--- src/rtl/vga_pattern_gen_if.sv ---
// Pixel-stream interface: timing from the sync generator in, registered colour and sync out.
interface vga_pattern_gen_if #(
    parameter int COLOR_BITS = 2
);
    logic [9:0]            pix_x;
    logic [9:0]            pix_y;
    logic                  video_active;
    logic                  hsync_in;
    logic                  vsync_in;
    logic [COLOR_BITS-1:0] r_out;
    logic [COLOR_BITS-1:0] g_out;
    logic [COLOR_BITS-1:0] b_out;
    logic                  hsync_out;
    logic                  vsync_out;

    modport master (
        output pix_x, pix_y, video_active, hsync_in, vsync_in,
        input  r_out, g_out, b_out, hsync_out, vsync_out
    );

    modport slave (
        input  pix_x, pix_y, video_active, hsync_in, vsync_in,
        output r_out, g_out, b_out, hsync_out, vsync_out
    );
endinterface

--- src/rtl/vga_pattern_gen.sv ---
// Four-mode VGA test pattern generator (checker, bars, gradient, bouncing sprite).
// Optional macro PATGEN_SCROLL_EN scrolls checker and bars left one pixel per frame.
module vga_pattern_gen #(
    parameter int H_ACTIVE    = 640,
    parameter int V_ACTIVE    = 480,
    parameter int TILE_LOG2   = 5,
    parameter int SPRITE_SIZE = 64,
    parameter int COLOR_BITS  = 2
) (
    input  logic              clk,
    input  logic              rst_n,
    vga_pattern_gen_if.slave  vif,
    input  logic [1:0]        mode,
    input  logic [1:0]        speed,
    input  logic              pause,
    output logic              frame_tick
);

    typedef enum logic {DIR_FWD = 1'b0, DIR_REV = 1'b1} dir_t;

    typedef struct packed {
        logic [9:0] pos;
        dir_t       dir;
        logic       bounce;
    } axis_t;

    localparam logic [9:0]  X_LIMIT = 10'(H_ACTIVE - SPRITE_SIZE);
    localparam logic [9:0]  Y_LIMIT = 10'(V_ACTIVE - SPRITE_SIZE);
    localparam logic [9:0]  V_END   = 10'(V_ACTIVE);
    localparam int          BAR_W   = H_ACTIVE / 8;
    localparam logic [10:0] SPR_W   = 11'(SPRITE_SIZE);

    // One frame of motion for one axis; clamps to the wall and reports a bounce.
    function automatic axis_t axis_step(input logic [9:0] pos, input dir_t dir,
                                        input logic [2:0] step, input logic [9:0] limit);
        axis_t      res;
        logic [10:0] sum;
        sum        = {1'b0, pos} + {8'd0, step};
        res.pos    = pos;
        res.dir    = dir;
        res.bounce = 1'b0;
        case (dir)
            DIR_FWD: begin
                if (sum >= {1'b0, limit}) begin
                    res.pos    = limit;
                    res.dir    = DIR_REV;
                    res.bounce = 1'b1;
                end else begin
                    res.pos = sum[9:0];
                end
            end
            DIR_REV: begin
                if (pos <= {7'd0, step}) begin
                    res.pos    = 10'd0;
                    res.dir    = DIR_FWD;
                    res.bounce = 1'b1;
                end else begin
                    res.pos = pos - {7'd0, step};
                end
            end
            default: res.bounce = 1'b0;
        endcase
        return res;
    endfunction

    function automatic logic [COLOR_BITS-1:0] expand(input logic b);
        return {COLOR_BITS{b}};
    endfunction

    logic [9:0]            sprite_x_r, sprite_y_r;
    dir_t                  dir_x_r, dir_y_r;
    logic [2:0]            color_idx_r;
    logic [7:0]            frame_cnt_r;
    logic [1:0]            active_mode_r;

    logic [9:0]            sprite_x_nx_s, sprite_y_nx_s;
    dir_t                  dir_x_nx_s, dir_y_nx_s;
    logic [2:0]            color_idx_nx_s;
    logic [7:0]            frame_cnt_nx_s;
    logic [1:0]            active_mode_nx_s;

    logic                  tick_s, move_s;
    logic [2:0]            step_s;
    axis_t                 axis_x_s, axis_y_s;
    logic [9:0]            x_eff_s;
    logic [7:0]            grad_sum_s;
    logic                  in_sprite_s;
    logic [2:0]            bar_idx_s, sprite_pal_s, pal_idx_s;
    logic [COLOR_BITS-1:0] r_s, g_s, b_s;

    assign tick_s     = (vif.pix_x == 10'd0) && (vif.pix_y == V_END);
    assign move_s     = tick_s && !pause;
    assign step_s     = {1'b0, speed} + 3'd1;
    assign grad_sum_s = vif.pix_x[7:0] + vif.pix_y[7:0];

`ifdef PATGEN_SCROLL_EN
    assign x_eff_s = vif.pix_x + {2'b00, frame_cnt_r};
`else
    assign x_eff_s = vif.pix_x;
`endif

    assign in_sprite_s = ({1'b0, vif.pix_x} >= {1'b0, sprite_x_r}) &&
                         ({1'b0, vif.pix_x} <  ({1'b0, sprite_x_r} + SPR_W)) &&
                         ({1'b0, vif.pix_y} >= {1'b0, sprite_y_r}) &&
                         ({1'b0, vif.pix_y} <  ({1'b0, sprite_y_r} + SPR_W));

    // State and output registers with synchronous active-low reset.
    always_ff @(posedge clk) begin
        if (!rst_n) begin
            sprite_x_r    <= 10'd0;
            sprite_y_r    <= 10'd0;
            dir_x_r       <= DIR_FWD;
            dir_y_r       <= DIR_FWD;
            color_idx_r   <= 3'd0;
            frame_cnt_r   <= 8'd0;
            active_mode_r <= 2'd0;
            frame_tick    <= 1'b0;
            vif.r_out     <= '0;
            vif.g_out     <= '0;
            vif.b_out     <= '0;
            vif.hsync_out <= 1'b0;
            vif.vsync_out <= 1'b0;
        end else begin
            sprite_x_r    <= sprite_x_nx_s;
            sprite_y_r    <= sprite_y_nx_s;
            dir_x_r       <= dir_x_nx_s;
            dir_y_r       <= dir_y_nx_s;
            color_idx_r   <= color_idx_nx_s;
            frame_cnt_r   <= frame_cnt_nx_s;
            active_mode_r <= active_mode_nx_s;
            frame_tick    <= tick_s;
            vif.r_out     <= r_s;
            vif.g_out     <= g_s;
            vif.b_out     <= b_s;
            vif.hsync_out <= vif.hsync_in;
            vif.vsync_out <= vif.vsync_in;
        end
    end

    // Next-state: per-axis bounce FSM, colour step on any bounce, mode latch at frame end.
    always_comb begin
        axis_x_s = axis_step(sprite_x_r, dir_x_r, step_s, X_LIMIT);
        axis_y_s = axis_step(sprite_y_r, dir_y_r, step_s, Y_LIMIT);
        if (move_s) begin
            sprite_x_nx_s  = axis_x_s.pos;
            sprite_y_nx_s  = axis_y_s.pos;
            dir_x_nx_s     = axis_x_s.dir;
            dir_y_nx_s     = axis_y_s.dir;
            // A corner bounce still advances the colour by one.
            color_idx_nx_s = color_idx_r + {2'b00, axis_x_s.bounce | axis_y_s.bounce};
            frame_cnt_nx_s = frame_cnt_r + 8'd1;
        end else begin
            sprite_x_nx_s  = sprite_x_r;
            sprite_y_nx_s  = sprite_y_r;
            dir_x_nx_s     = dir_x_r;
            dir_y_nx_s     = dir_y_r;
            color_idx_nx_s = color_idx_r;
            frame_cnt_nx_s = frame_cnt_r;
        end
        if (tick_s) begin
            active_mode_nx_s = mode;
        end else begin
            active_mode_nx_s = active_mode_r;
        end
    end

    // Pixel colour for the current position, blanked outside the active area.
    always_comb begin
        bar_idx_s = 3'd0;
        for (int k = 1; k < 8; k++) begin
            bar_idx_s = bar_idx_s + {2'b00, (x_eff_s >= 10'(k * BAR_W))};
        end
        sprite_pal_s = (color_idx_r == 3'd0) ? 3'd1 : color_idx_r;
        case (active_mode_r)
            2'd0:    pal_idx_s = {3{x_eff_s[TILE_LOG2] ^ vif.pix_y[TILE_LOG2]}};
            2'd1:    pal_idx_s = 3'd7 - bar_idx_s;
            2'd3:    pal_idx_s = in_sprite_s ? sprite_pal_s : 3'd0;
            default: pal_idx_s = 3'd0;
        endcase
        if (!vif.video_active) begin
            r_s = '0;
            g_s = '0;
            b_s = '0;
        end else if (active_mode_r == 2'd2) begin
            r_s = vif.pix_x[7 -: COLOR_BITS];
            g_s = vif.pix_y[7 -: COLOR_BITS];
            b_s = grad_sum_s[7 -: COLOR_BITS];
        end else begin
            r_s = expand(pal_idx_s[2]);
            g_s = expand(pal_idx_s[1]);
            b_s = expand(pal_idx_s[0]);
        end
    end

endmodule
--- src/flat_wrapper.sv ---
// flat-port wrapper written by rule: the top's interface ports become plain ports
module vga_pattern_gen_flat 
#(
    parameter int H_ACTIVE    = 640,
    parameter int V_ACTIVE    = 480,
    parameter int TILE_LOG2   = 5,
    parameter int SPRITE_SIZE = 64,
    parameter int COLOR_BITS  = 2
)
  (clk, rst_n, mode, speed, pause, frame_tick, vif_pix_x, vif_pix_y, vif_video_active, vif_hsync_in, vif_vsync_in, vif_r_out, vif_g_out, vif_b_out, vif_hsync_out, vif_vsync_out);
  vga_pattern_gen_if #(.COLOR_BITS(COLOR_BITS)) vif_i ();
  input  logic clk;
  input  logic rst_n;
  input  logic [1:0] mode;
  input  logic [1:0] speed;
  input  logic pause;
  output logic frame_tick;
  input wire logic [$bits(vif_i.pix_x)-1:0] vif_pix_x;
  input wire logic [$bits(vif_i.pix_y)-1:0] vif_pix_y;
  input wire logic [$bits(vif_i.video_active)-1:0] vif_video_active;
  input wire logic [$bits(vif_i.hsync_in)-1:0] vif_hsync_in;
  input wire logic [$bits(vif_i.vsync_in)-1:0] vif_vsync_in;
  output wire logic [$bits(vif_i.r_out)-1:0] vif_r_out;
  output wire logic [$bits(vif_i.g_out)-1:0] vif_g_out;
  output wire logic [$bits(vif_i.b_out)-1:0] vif_b_out;
  output wire logic [$bits(vif_i.hsync_out)-1:0] vif_hsync_out;
  output wire logic [$bits(vif_i.vsync_out)-1:0] vif_vsync_out;
  assign vif_i.pix_x = vif_pix_x;
  assign vif_i.pix_y = vif_pix_y;
  assign vif_i.video_active = vif_video_active;
  assign vif_i.hsync_in = vif_hsync_in;
  assign vif_i.vsync_in = vif_vsync_in;
  assign vif_r_out = vif_i.r_out;
  assign vif_g_out = vif_i.g_out;
  assign vif_b_out = vif_i.b_out;
  assign vif_hsync_out = vif_i.hsync_out;
  assign vif_vsync_out = vif_i.vsync_out;
  vga_pattern_gen #(.H_ACTIVE(H_ACTIVE), .V_ACTIVE(V_ACTIVE), .TILE_LOG2(TILE_LOG2), .SPRITE_SIZE(SPRITE_SIZE), .COLOR_BITS(COLOR_BITS)) u_core (.clk(clk), .rst_n(rst_n), .vif(vif_i), .mode(mode), .speed(speed), .pause(pause), .frame_tick(frame_tick));
endmodule
--- config.mk ---
export PLATFORM = sky130hd
export DESIGN_NAME = vga_pattern_gen_flat
export DESIGN_NICKNAME = d
export VERILOG_FILES = /design/src/rtl/vga_pattern_gen_if.sv /design/src/rtl/vga_pattern_gen.sv /design/src/flat_wrapper.sv
export SDC_FILE = /design/constraint.sdc
export NUM_CORES = 1
export LEC_CHECK = 0
export BUFFER_PORTS_ARGS = -buffer_cell sky130_fd_sc_hd__clkbuf_2
export CORE_ASPECT_RATIO = 0.75
export CORE_MARGIN = 10
export CORE_UTILIZATION = 55
export CTS_BUF_LIST = sky130_fd_sc_hd__clkbuf_16
export CTS_CLUSTER_DIAMETER = 60
export DETAILED_ROUTE_END_ITERATION = 16
export PLACE_DENSITY = 0.78
export SLEW_MARGIN = 20
export SYNTH_ARGS = -nofsm -noshare
export SYNTH_HDL_FRONTEND = slang
export SYNTH_SLANG_ARGS = --single-unit
--- constraint.sdc ---
create_clock -name clk -period 3.4 [get_ports clk]
set_clock_uncertainty 0.05 [all_clocks]
set_input_delay 0.51 -clock clk [delete_from_list [all_inputs] [get_ports clk]]
set_output_delay 0.51 -clock clk [all_outputs]
set_load 0.02 [all_outputs]
==> results, run 1 <==
- The H-tree generated during clock tree synthesis spans 2 levels.
- For this run, the total global-route usage over all layers was measured as between 20% and 30%.
- In this run the deepest clock path goes through 2 buffers.
- The later pin in the worst-skew pair is clocked with a latency of about 280 ps.
- The final period demand of the worst path is between 3000 and 4000 ps.
- The routed layout has 3955 vias.
- The remaining routing DRC violations is 0.
- Dividing total power by cell area gives a power density of between 200 and 300 nW/um2.
- The number of antenna diodes in the final layout is 0.
- In this run the horizontal extent of the chip is roughly 120 um.
- Leaving out filler cells and counting taps, the final layout contains around 630.
- Clock tree synthesis inserted a total of 5 buffers.
- The worst register-to-register path ends at u_core.color_idx_r[2]$_SDFFE_PN0P_.
- The hold violation total from the final report is 0.
- The most critical setup path has its startpoint at speed[0].
- Before antenna repair, the detailed router went through 5 iterations.
- The tightest hold path in the finished design has a slack of 378 ps.
- The share of the Yosys chip area taken by registers is a little under a fifth.
- The overall power after layout is 1.23 mW.
- The first routing iteration left around 370 violations.
- The maximum number of pins on one net before global-route repair is 19.
- The routability-driven placement congestion ratio is 0.980.
- The post-synthesis sequential element count is 36.
- The die span in y is approximately 90 um.
- The total die area is around 11000 um2.
- After clock tree synthesis, the clock-pin slew on the worst setup and hold paths is approximately 60 ps.
- The worst hold-check path type is input pin to register.
- The reported max-cap violation count is 0.
- The leading register cell type out of synthesis is sky130_fd_sc_hd__dfxtp_1.
- Summing every instance area after synthesis gives 3880 um2.
- The worst setup path endpoint is u_core.color_idx_r[2]$_SDFFE_PN0P_.
- Summed over all layers, the global routing overflow is 0.
- Measured on the finished design, the core utilization comes to roughly 66%.
- Leaving out fill and tap cells, the most frequent cells in the layout are 59 x sky130_fd_sc_hd__ha_1, 44 x sky130_fd_sc_hd__a21oi_1, 38 x sky130_fd_sc_hd__inv_1, 38 x sky130_fd_sc_hd__clkbuf_2, 36 x sky130_fd_sc_hd__dfxtp_1.
- The worst slew margin relative to its limit is between 50% and 60%.
- The class of the most critical setup path is input pin to register.
- CTS saw 36 sinks.
- Synthesis produced a little under 500 cells.
- The maximum clock frequency is 0.311 GHz.
- The number of nets handed over by synthesis was ~580.
- The critical path launch point type is an input pin.
- Yosys mapped the design onto 72 distinct sky130hd cell types.
- The library cell used most frequently in the layout, excluding fill and tap cells, is sky130_fd_sc_hd__ha_1.
- The count of port buffers added during placement is 38.
- The first-pass GRT wire length is 19000 um.
- The routed wirelength normalized by instance count is approximately 19 um.
- The data required time at the worst endpoint is 3530 ps.
- Setup repair after global routing left no endpoint under its margin.
- The vias per cell is approximately 6.3.
- Detailed placement ended at an HPWL of 9000 um.
- The worst-margin pin slew is 678 ps.
- The count of flip-flops with a built-in enable after synthesis is 0.
- The initialized floorplan defines 26 standard-cell rows.
- The number of setup buffers added after CTS is 0.
- The startpoint of the lowest-slack register-to-register path is u_core.sprite_y_r[1]$_SDFFE_PN0P_.
- The total area inside the core boundary comes to just under 7000 um2.
- Along the worst path, the maximum fanout reaches 4.
- The area growth from synthesis to layout is 16.3%.
- The buffer type at the clock tree root is sky130_fd_sc_hd__clkbuf_16.
- The max-slew violation count is 0.
- The final routed wirelength across all metal layers is roughly 12000 um.
- The count of nets left with antenna violations after detail routing is 0.
- The data arrival at the endpoint of the critical path is between 3000 and 4000 ps.
- The number of gates resized after cts is 0.
- Counting the fill cells in the layout gives ~610.
- The number of antenna violations at the first check in global routing was 0.
- The run finished with clean final reports.
- STA classifies the critical path endpoint as a register.
- The share of flip-flops with an asynchronous set or reset is 0%.
- The final critical path takes up a little over nine tenths of the cycle.
- The launch point of the worst hold path is vif_hsync_in.
- The initial core utilization is roughly 57%.
- Including well taps, the total number of placed cells is around 600.
- The number of hold buffers added after CTS was 0.
- Measured in cells, the most critical reg-to-reg path has a length of 13.
- The analysis attributes to cell leakage a power of about 1.9 nW.
- TritonCTS built the clock tree.
- The flop-to-flop setup slack is 270 ps.
- The layout cell share with drive strength beyond 1 is 19.0%.
- At the end of the flow, the number of nets in the layout was between 600 and 700.
- The via count of the first global-routing pass came to approximately 3800.
- The Yosys step of the flow raised 0 warnings.
- The peak ir drop on the vdd network is between 200 and 250 uV.
- 39 I/O pins were placed.
- Setup violations remaining at the end of the flow were counted as 0.
- The average instance in the mapped netlist occupies roughly 8 um2.
## how the worst min path moves through the flow
stage,end,slack [ps],depth (start not counted)
2_1_floorplan,u_core.color_idx_r[0]$_SDFFE_PN0P_,400,2
3_3_place_gp,u_core.color_idx_r[0]$_SDFFE_PN0P_,420,2
3_5_place_dp,u_core.color_idx_r[0]$_SDFFE_PN0P_,430,2
4_1_cts,u_core.vif.hsync_out$_SDFF_PN0_,370,2
5_1_grt,u_core.vif.hsync_out$_SDFF_PN0_,390,2
6_report,u_core.vif.hsync_out$_SDFF_PN0_,380,2
## layer usage
metal  track usage (%)  routed length (um)  vias up  part of all wire [%]
met5                 0                   0        -                     0
met4              6.78                 341        0                   2.9
met3              4.19                1130       37                   9.7
met2              34.2                5180      216                    44
met1              28.7                5010     1802                    43
li1                  -                   -     1900                     -
## Yosys cell counts (4+ instances only)
cell | instances | share of area [%]
sky130_fd_sc_hd__a31oi_1 | 11 | 1.8
sky130_fd_sc_hd__clkbuf_1 | 12 | 1.2
sky130_fd_sc_hd__buf_2 | 7 | 0.90
sky130_fd_sc_hd__a31o_2 | 4 | 0.90
sky130_fd_sc_hd__a21o_1 | 10 | 1.9
sky130_fd_sc_hd__dfxtp_1 | 36 | 19
sky130_fd_sc_hd__inv_1 | 38 | 3.7
sky130_fd_sc_hd__o21ai_0 | 31 | 4.0
sky130_fd_sc_hd__fa_1 | 6 | 3.1
sky130_fd_sc_hd__a221o_1 | 6 | 1.5
sky130_fd_sc_hd__a21oi_1 | 44 | 5.7
sky130_fd_sc_hd__nand3_1 | 14 | 1.8
sky130_fd_sc_hd__nand4_1 | 5 | 0.81
sky130_fd_sc_hd__nor4_1 | 6 | 0.97
sky130_fd_sc_hd__ha_1 | 60 | 19
sky130_fd_sc_hd__nor3_1 | 13 | 1.7
sky130_fd_sc_hd__or3_1 | 6 | 0.97
sky130_fd_sc_hd__o21bai_1 | 7 | 1.4
sky130_fd_sc_hd__a22oi_1 | 4 | 0.77
sky130_fd_sc_hd__xnor2_1 | 18 | 4.1
sky130_fd_sc_hd__nor2_1 | 23 | 2.2
sky130_fd_sc_hd__nand2_1 | 35 | 3.4
sky130_fd_sc_hd__o21a_1 | 8 | 1.5
sky130_fd_sc_hd__nor2b_1 | 5 | 0.81
sky130_fd_sc_hd__and3_1 | 6 | 0.97
## state kept, by name, summed over array words and instances, names as in the netlist
signal / flops
u_core.vif.b_out: 2
u_core.dir_x_r: 1
u_core.color_idx_r: 3
u_core.vif.vsync_out: 1
u_core.vif.g_out: 2
u_core.vif.r_out: 2
u_core.dir_y_r: 1
u_core.vif.hsync_out: 1
u_core.active_mode_r: 2
u_core.frame_tick: 1
u_core.sprite_x_r: 10
u_core.sprite_y_r: 10
## through the flow
step	instance area, um2	worst slack [ps]	TNS [ps]
finish	4510	182	0
global route	4510	29.3	0
CTS	4510	185	0
detailed placement	4350	-68.8	-91.4
global placement	4350	17.8	0
floorplan	3890	14.3	0
## logic make-up (layout without fill, tap and decap cells)
logic type	after synthesis	in the layout	share of synthesized area [%]
xor gates and xnor gates	21	21	4.74
muxes	1	1	0.387
AOI/OAI and AO/OA	163	163	29.2
adders and majority gates	66	66	22.5
DFF	36	36	18.6
buffers and inverters	62	121	6.55
and+or+nand+nor	134	134	18.1
## final cells by class
class | count | area (um2) | share of cell area (%)
clock inverters | 3 | 38.8 | 0.860
well taps | 84 | 105 | 2.33
clock buffers | 5 | 125 | 2.77
flip-flops and latches | 36 | 721 | 16.0
multi-input cells | 385 | 2920 | 64.7
repair buffers | 73 | 453 | 10.0
inverters | 40 | 150 | 3.33
## power by group
group	total, mW	switching [mW]	internal (mW)
logic	0.266	0.149	0.118
clock network	0.534	0.192	0.342
registers	0.433	0.00464	0.428
total	1.23	0.345	0.888
## worst max-delay path: stages
cell and delay [ps]:
sky130_fd_sc_hd__clkbuf_2 110, sky130_fd_sc_hd__ha_4 140, sky130_fd_sc_hd__inv_1 50, sky130_fd_sc_hd__ha_1 350
sky130_fd_sc_hd__and2b_1 240, sky130_fd_sc_hd__nor4_2 310, sky130_fd_sc_hd__mux2_4 350, sky130_fd_sc_hd__or3_1 340
sky130_fd_sc_hd__a22o_2 280, sky130_fd_sc_hd__ha_1 210, sky130_fd_sc_hd__ha_1 200, sky130_fd_sc_hd__nand2_1 70
sky130_fd_sc_hd__xor2_1 140, sky130_fd_sc_hd__nor2_1 50
Power figures use the tool's default switching activity.
==> run 2, diff against run 1 <==
--- a/config.mk
+++ b/config.mk
@@ -8,11 +8,11 @@
 export BUFFER_PORTS_ARGS = -buffer_cell sky130_fd_sc_hd__clkbuf_2
 export CORE_ASPECT_RATIO = 0.75
 export CORE_MARGIN = 10
-export CORE_UTILIZATION = 55
+export CORE_UTILIZATION = 60
 export CTS_BUF_LIST = sky130_fd_sc_hd__clkbuf_16
 export CTS_CLUSTER_DIAMETER = 60
 export DETAILED_ROUTE_END_ITERATION = 16
-export PLACE_DENSITY = 0.78
+export PLACE_DENSITY = 0.81
 export SLEW_MARGIN = 20
 export SYNTH_ARGS = -nofsm -noshare
 export SYNTH_HDL_FRONTEND = slang
==> constraint.sdc (replaced) <==
create_clock -name clk -period 4 [get_ports clk]
set_clock_uncertainty 0.05 [all_clocks]
set_input_delay 0.6 -clock clk [delete_from_list [all_inputs] [get_ports clk]]
set_output_delay 0.6 -clock clk [all_outputs]
set_load 0.02 [all_outputs]
==> results, run 2 (synthesis gave the netlist of run 1 again) <==
- The run finished with clean final reports.
- In the final layout, the multi-input gates occupy around 2900 um2.
- Hold repair after CTS inserted 0 buffers.
- 0 antenna diodes ended up in the layout.
- The final period demand of the worst path is 3690 ps.
- The clock sink count is 36.
- The hold violation total from the final report is 0.
- The violation count after the first detailed-routing iteration is 297.
- For this run, design rule violations remaining after detail routing come to 0.
- The number of placed instances with taps included is 588.
- The number of placed I/O pins is 39.
- Before antenna repair, the detailed router went through 5 iterations.
- Dividing the final minimum period by the clock period gives between 90% and 100%.
- TritonCTS built the clock tree.
- The launch point of the worst hold path is u_core.color_idx_r[0]$_SDFFE_PN0P_.
- For this run, the number of standard cells in the final layout without fillers is 596.
- The worst setup path is of the input pin to register kind.
- In this run the core area contains 25 standard-cell rows.
- The routed wirelength normalized by instance count is 18.8 um.
- The aggregate negative setup slack is 0 ps.
- From synthesis to final layout, the design area changed by 10.6%.
- The remaining global-route overflow is 0.
- The first global-routing pass estimated 18200 um of wire.
- The endpoint of the lowest-slack register-to-register path is u_core.color_idx_r[2]$_SDFFE_PN0P_.
- The min-delay analysis places its worst path in the category register to register.
- The library cell used most frequently in the layout, excluding fill and tap cells, is sky130_fd_sc_hd__ha_1.
- The initial core utilization is approximately 62%.
- After clock tree synthesis, the repair step resized 0 gates.
- The wire-length estimate of the detail-placed layout is approximately 8700 um.
- Prior to clock tree synthesis, the placed netlist has a worst setup slack of 88.3 ps.
- The maximum net fanout on the critical path is 6.
- The via count of the first global-routing pass is roughly 3700.
- The number of fillers in the final layout is around 540.
- Across the whole layout, storage elements account for 721 um2.
- The worst register-to-register path begins at u_core.sprite_y_r[0]$_SDFFE_PN0P_.
- TritonCTS created 5 clock buffers.
- For this run, the top clock speed supported by timing is between 0.2 and 0.3 GHz.
- The end point of the worst hold path is u_core.color_idx_r[0]$_SDFFE_PN0P_.
- The final design utilization is about two thirds.
- The later pin in the worst-skew pair is clocked with a latency of around 280 ps.
- The critical path capture point type is a register.
- Leaving out fill and tap cells, the most frequent cells in the layout are 60 x sky130_fd_sc_hd__ha_1, 44 x sky130_fd_sc_hd__a21oi_1, 38 x sky130_fd_sc_hd__inv_1, 38 x sky130_fd_sc_hd__clkbuf_2, 36 x sky130_fd_sc_hd__dfxtp_1.
- The clock input transition at the sequential cells of the worst setup and hold paths is roughly 60 ps.
- The placed instances occupy a cell area of between 4000 and 5000 um2.
- The worst-case clock buffer depth is 2.
- The power per cell area is approximately 240 nW/um2.
- The worst hold slack is between 400 and 500 ps.
- The die span in y is approximately 90 um.
- The H-tree was split into 2 levels.
- Setup repair after global routing left no endpoint under its margin.
- The max-slew violation count was 0.
- The buffer type at the clock tree root is sky130_fd_sc_hd__clkbuf_16.
- For this block, the routed nets add up to about 11000 um of wire.
- The number of nets in the final layout is 610.
- The instance count along the most critical hold path is 2.
- The floorplan core area is roughly 6300 um2.
- Summing over every cut layer, the via total after detailed routing is around 3900.
- The largest registers in the layout are u_core.sprite_x_r: 10 flops, u_core.sprite_y_r: 10 flops, u_core.color_idx_r: 3 flops.
- The peak ir drop on the vdd network is approximately 180 uV.
- The critical path launch point type is an input pin.
- The worst-margin pin slew is between 600 and 700 ps.
- The maximum number of pins on one net before global-route repair is 19.
- The number of antenna violations at the first check in global routing came to 0.
- The count of nets left with antenna violations after detail routing is 0.
- Max-cap violations in this run came to 0.
- With fillers left out, the area of the finished cells amounts to 4290 um2.
- STA puts the critical path data required time at 4100 ps.
- Buffers added to address setup during post-CTS repair amount to 0.
- The static leakage is ~1.8 nW.
- The overall global routing resource usage is a little over a fifth.
- The floorplan step defined a die boundary enclosing roughly 10000 um2.
- The post-layout worst setup margin is 311 ps.
- The count of port buffers added during placement is 38.
- The overall power after layout is 1.02 mW.
- Data on the critical path arrives at its endpoint at 3790 ps.
- Headroom to the max-slew limit came out at a little under three fifths.
- The routability-driven placement congestion ratio is approximately 0.99.
- The flop-to-flop setup slack is between 500 and 600 ps.
- Setup violations remaining at the end of the flow were counted as 0.
- The vias per cell is 6.50.
- The layout cell share with drive strength beyond 1 is roughly 14%.
- Measured along the x axis, the die boundary spans between 100 and 150 um.
- The path depth of the worst reg2reg path is 14.
[run 2: how the worst max path moves through the flow]
stage | from | endpoint | slack, ps | cells past startpoint
2_1_floorplan | speed[0] | u_core.color_idx_r[2]$_SDFFE_PN0P_ | 330 | 15
3_3_place_gp | speed[0] | u_core.color_idx_r[2]$_SDFFE_PN0P_ | 180 | 15
3_5_place_dp | speed[0] | u_core.color_idx_r[2]$_SDFFE_PN0P_ | 90 | 15
4_1_cts | speed[0] | u_core.color_idx_r[2]$_SDFFE_PN0P_ | 350 | 15
5_1_grt | speed[0] | u_core.color_idx_r[1]$_SDFFE_PN0P_ | 100 | 14
6_report | speed[0] | u_core.color_idx_r[2]$_SDFFE_PN0P_ | 310 | 15
[run 2: layout make-up]
type                       count  area share [%]
inverter                      40            3.50
timing repair buffer          46            5.83
clock buffer                   5            2.92
sequential                    36            16.8
multi-input combinational    385            67.7
clock inverter                 3           0.875
tap                           81            2.36
[run 2: report_power, final]
part	total (mW)	switching (mW)	internal (mW)
clock network	0.445	0.155	0.290
registers	0.368	0.00378	0.364
logic	0.212	0.123	0.0882
total	1.02	0.282	0.742
[run 2: metal layers]
layer  wire, um  GRT usage, %  part of all wire (%)  up-vias
met5          0             0                     0        -
met3       1050          4.91                   9.4       30
li1           -             -                     -     1846
met1       4840          28.5                    43     1797
met2       5030          34.7                    45      200
met4        289          8.51                   2.6        0
[run 2: critical path, stage by stage]
cell	delay (ps)
sky130_fd_sc_hd__clkbuf_2	90
sky130_fd_sc_hd__ha_1	380
sky130_fd_sc_hd__inv_1	170
sky130_fd_sc_hd__fa_1	490
sky130_fd_sc_hd__o21bai_4	250
sky130_fd_sc_hd__nand3_1	130
sky130_fd_sc_hd__xnor2_1	260
sky130_fd_sc_hd__nor3_1	110
sky130_fd_sc_hd__or3_1	380
sky130_fd_sc_hd__a22o_2	270
sky130_fd_sc_hd__ha_1	200
sky130_fd_sc_hd__ha_1	190
sky130_fd_sc_hd__nand2_1	70
sky130_fd_sc_hd__xor2_1	140
sky130_fd_sc_hd__nor2_1	50
==> run 3, diff against run 2 <==
--- a/config.mk
+++ b/config.mk
@@ -6,7 +6,7 @@
 export NUM_CORES = 1
 export LEC_CHECK = 0
 export BUFFER_PORTS_ARGS = -buffer_cell sky130_fd_sc_hd__clkbuf_2
-export CORE_ASPECT_RATIO = 0.75
+export CORE_ASPECT_RATIO = 0.8
 export CORE_MARGIN = 10
 export CORE_UTILIZATION = 60
 export CTS_BUF_LIST = sky130_fd_sc_hd__clkbuf_16
==> results, run 3 (synthesis gave the netlist of run 1 again) <==
- The flow ran to the end, and the final reports show no timing, DRC or antenna violations.
- Power spread over the standard cell area amounts to between 200 and 250 nW/um2.
- Of the cells placed in the final design, the portion with a size suffix greater than 1 is about 14%.
- The largest single stage delay on the critical path is between 400 and 500 ps.
- The HPWL reported at the end of detailed placement is 8590 um.
- In the layout the commonest cells are 60 x sky130_fd_sc_hd__ha_1, 44 x sky130_fd_sc_hd__a21oi_1, 38 x sky130_fd_sc_hd__inv_1, 38 x sky130_fd_sc_hd__clkbuf_2, 36 x sky130_fd_sc_hd__dfxtp_1.
- For the worst flop-to-flop path, the logic depth is 14.
- Measured along the x axis, the die boundary spans ~110 um.
- The clock insertion delay at the later pin of the skew report is about 280 ps.
- The most common cell after layout, fill and taps aside is sky130_fd_sc_hd__ha_1.
- The first-pass GRT wire length is between 15000 and 20000 um.
- The number of setup buffers added after CTS is 0.
- The non-filler instance count after layout is 599.
- The hold violation total from the final report was 0.
- Along the worst path, the maximum fanout reaches 6.
- The data required time at the worst endpoint is 4110 ps.
- The worst hold path was traced through 2 stages.
- The critical path launch point is speed[0].
- The initial utilization of the core area, before any placement, comes to about 61%.
- For this design the top-level I/O count stands at 39.
- By instance count, the cell type seen most on the critical path is sky130_fd_sc_hd__ha_1.
- The quantity of hold-fixing buffers added after cts is 0.
- The signal on the critical path passes through clkbuf_2, ha_1, inv_1, fa_1, o21bai_4, nand3_1, xnor2_1, nor3_1, or3_1, a22o_2, ha_1, ha_1, nand2_1, xor2_1, nor2_1.
- The via count of the first global-routing pass came to 3740.
- Headroom to the max-slew limit came out at 54.5%.
- The max-slew violation count is 0.
- The number of gates resized after cts is 0.
- Setup repair after global routing left no endpoint under its margin.
- The static leakage is roughly 1.8 nW.
- In this run the critical register-to-register path is launched from u_core.sprite_y_r[0]$_SDFFE_PN0P_.
- For the worst setup path, the data arrival time is 3700 ps.
- The peak ir drop on the vdd network is approximately 160 uV.
- Clock tree synthesis inserted a total of 5 buffers.
- Input and output buffers added on the ports amount to 38.
- The first-pass iteration count of the detailed router is 5.
- The floorplan step set the die height to just over 90 um.
- The setup check on the worst reg-to-reg path leaves a slack of 670 ps.
- The aggregate negative setup slack is 0 ps.
- The worst setup path endpoint is u_core.color_idx_r[2]$_SDFFE_PN0P_.
- The final period demand of the worst path is about 3600 ps.
- Entering global routing, the biggest net connects 19 pins.
- Once detail routing completed, the nets flagged for antenna violations numbered 0.
- The floorplan core area is between 6000 and 7000 um2.
- For this design, the sink count on the clock tree is 36.
- The total overflow left after global routing is 0.
- The endpoint of the lowest-slack register-to-register path is u_core.color_idx_r[2]$_SDFFE_PN0P_.
- The number of placed instances with taps included is roughly 590.
- Static timing analysis puts the maximum clock frequency at approximately 0.28 GHz.
- Clock-pin slew was measured on the worst setup and hold paths at 60 ps.
- The total die area is 10100 um2.
- The worst-path cell with the longest stage delay is sky130_fd_sc_hd__fa_1.
- The detailed router finished its first iteration with approximately 280 violations.
- The vias per cell is 6.50.
- The reported max-cap violation count is 0.
- The TritonCTS clock tree is built.
- The remaining routing DRC violations is 0.
- The overall global routing resource usage is a little over a fifth.
- The number of antenna violations at the first check in global routing is 0.
- After floorplanning, the core was divided into 26 placement rows.
- In this run the number of H-tree levels came out at 2.
- The worst hold slack is around 440 ps.
- The worst setup path is of the input pin to register kind.
- The critical path launch point type is an input pin.
- The final-report setup violation count is 0.
- The buffer type at the clock tree root is sky130_fd_sc_hd__clkbuf_16.
- The worst-case clock buffer depth is 2.
- After detailed routing, the average wire length per cell comes to 18.8 um.
- Detailed routing inserted a total of about 4000 vias.
- At the end of the flow, the number of nets in the layout was 610.
- The number of inserted diodes is 0.
- The worst hold-check path type is register to register.
- STA classifies the critical path endpoint as a register.
- The ratio of final minimum period to clock period is 89.8%.
- At the pin with the least slew margin, the transition time is around 680 ps.
- The signed area change from the synthesized netlist to the final layout is 10.7%.
- The final routed wirelength across all metal layers is approximately 11000 um.
- At the end of routability-driven placement, the weighted congestion stood at between 0.9 and 1.
- In the final layout, the registers with the most flip-flops are u_core.sprite_x_r: 10 flops, u_core.sprite_y_r: 10 flops, u_core.color_idx_r: 3 flops.
run 3: cell counts in the layout (fill, tap and decap cells not counted):
Identical to the previous run, type by type.
run 3: final cells by class:
type | count | area [um2]
multi-input cells | 385 | 2900
well taps | 84 | 105
inverters | 40 | 150
repair buffers | 46 | 250
fillers | 537 | 2050
flip-flops and latches | 36 | 721
clock inverters | 3 | 37.5
clock buffers | 5 | 125
run 3: worst min path at each step:
stage | from | to | slack, ps
floorplan | u_core.color_idx_r[0]$_SDFFE_PN0P_ | u_core.color_idx_r[0]$_SDFFE_PN0P_ | 400
global placement | u_core.color_idx_r[0]$_SDFFE_PN0P_ | u_core.color_idx_r[0]$_SDFFE_PN0P_ | 410
detailed placement | u_core.color_idx_r[0]$_SDFFE_PN0P_ | u_core.color_idx_r[0]$_SDFFE_PN0P_ | 440
CTS | u_core.color_idx_r[0]$_SDFFE_PN0P_ | u_core.color_idx_r[0]$_SDFFE_PN0P_ | 440
global route | u_core.color_idx_r[0]$_SDFFE_PN0P_ | u_core.color_idx_r[0]$_SDFFE_PN0P_ | 480
finish | u_core.color_idx_r[0]$_SDFFE_PN0P_ | u_core.color_idx_r[0]$_SDFFE_PN0P_ | 440
run 3: worst max-delay path: cells and delay by family:
| kind | cells | cell delay [ps] |
|---|---|---|
| adder cells (fa/ha/maj) | 4 | 1250 |
| AND/OR/NAND/NOR | 5 | 730 |
| AO/OA/AOI/OAI | 2 | 520 |
| XOR/XNOR | 2 | 340 |
| buffers and inverters | 2 | 260 |
run 3: power by group:
part | switching (mW) | internal (mW) | total [mW]
clock | 0.159 | 0.290 | 0.449
sequential | 0.00392 | 0.364 | 0.368
combinational | 0.121 | 0.0867 | 0.208
run 3: through the flow:
| step | util, % | instance area (um2) | power (mW) | setup slack, ps |
|---|---|---|---|---|
| 2_1_floorplan | - | 3880 | 0.513 | 329 |
| 3_3_place_gp | 65.1 | 4130 | 0.571 | 187 |
| 3_5_place_dp | 65.1 | 4130 | 0.579 | 104 |
| 4_1_cts | 67.7 | 4290 | 1.03 | 408 |
| 5_1_grt | 67.7 | 4290 | 1.07 | 181 |
| 6_report | 67.7 | 4290 | 1.02 | 408 |
run 3: per-layer routing:
layer / wire (um) / global-route usage (%)
met5: 0 / 0
met4: 227 / 6.39
met3: 1070 / 4.76
met2: 5170 / 34.4
met1: 4800 / 29.4
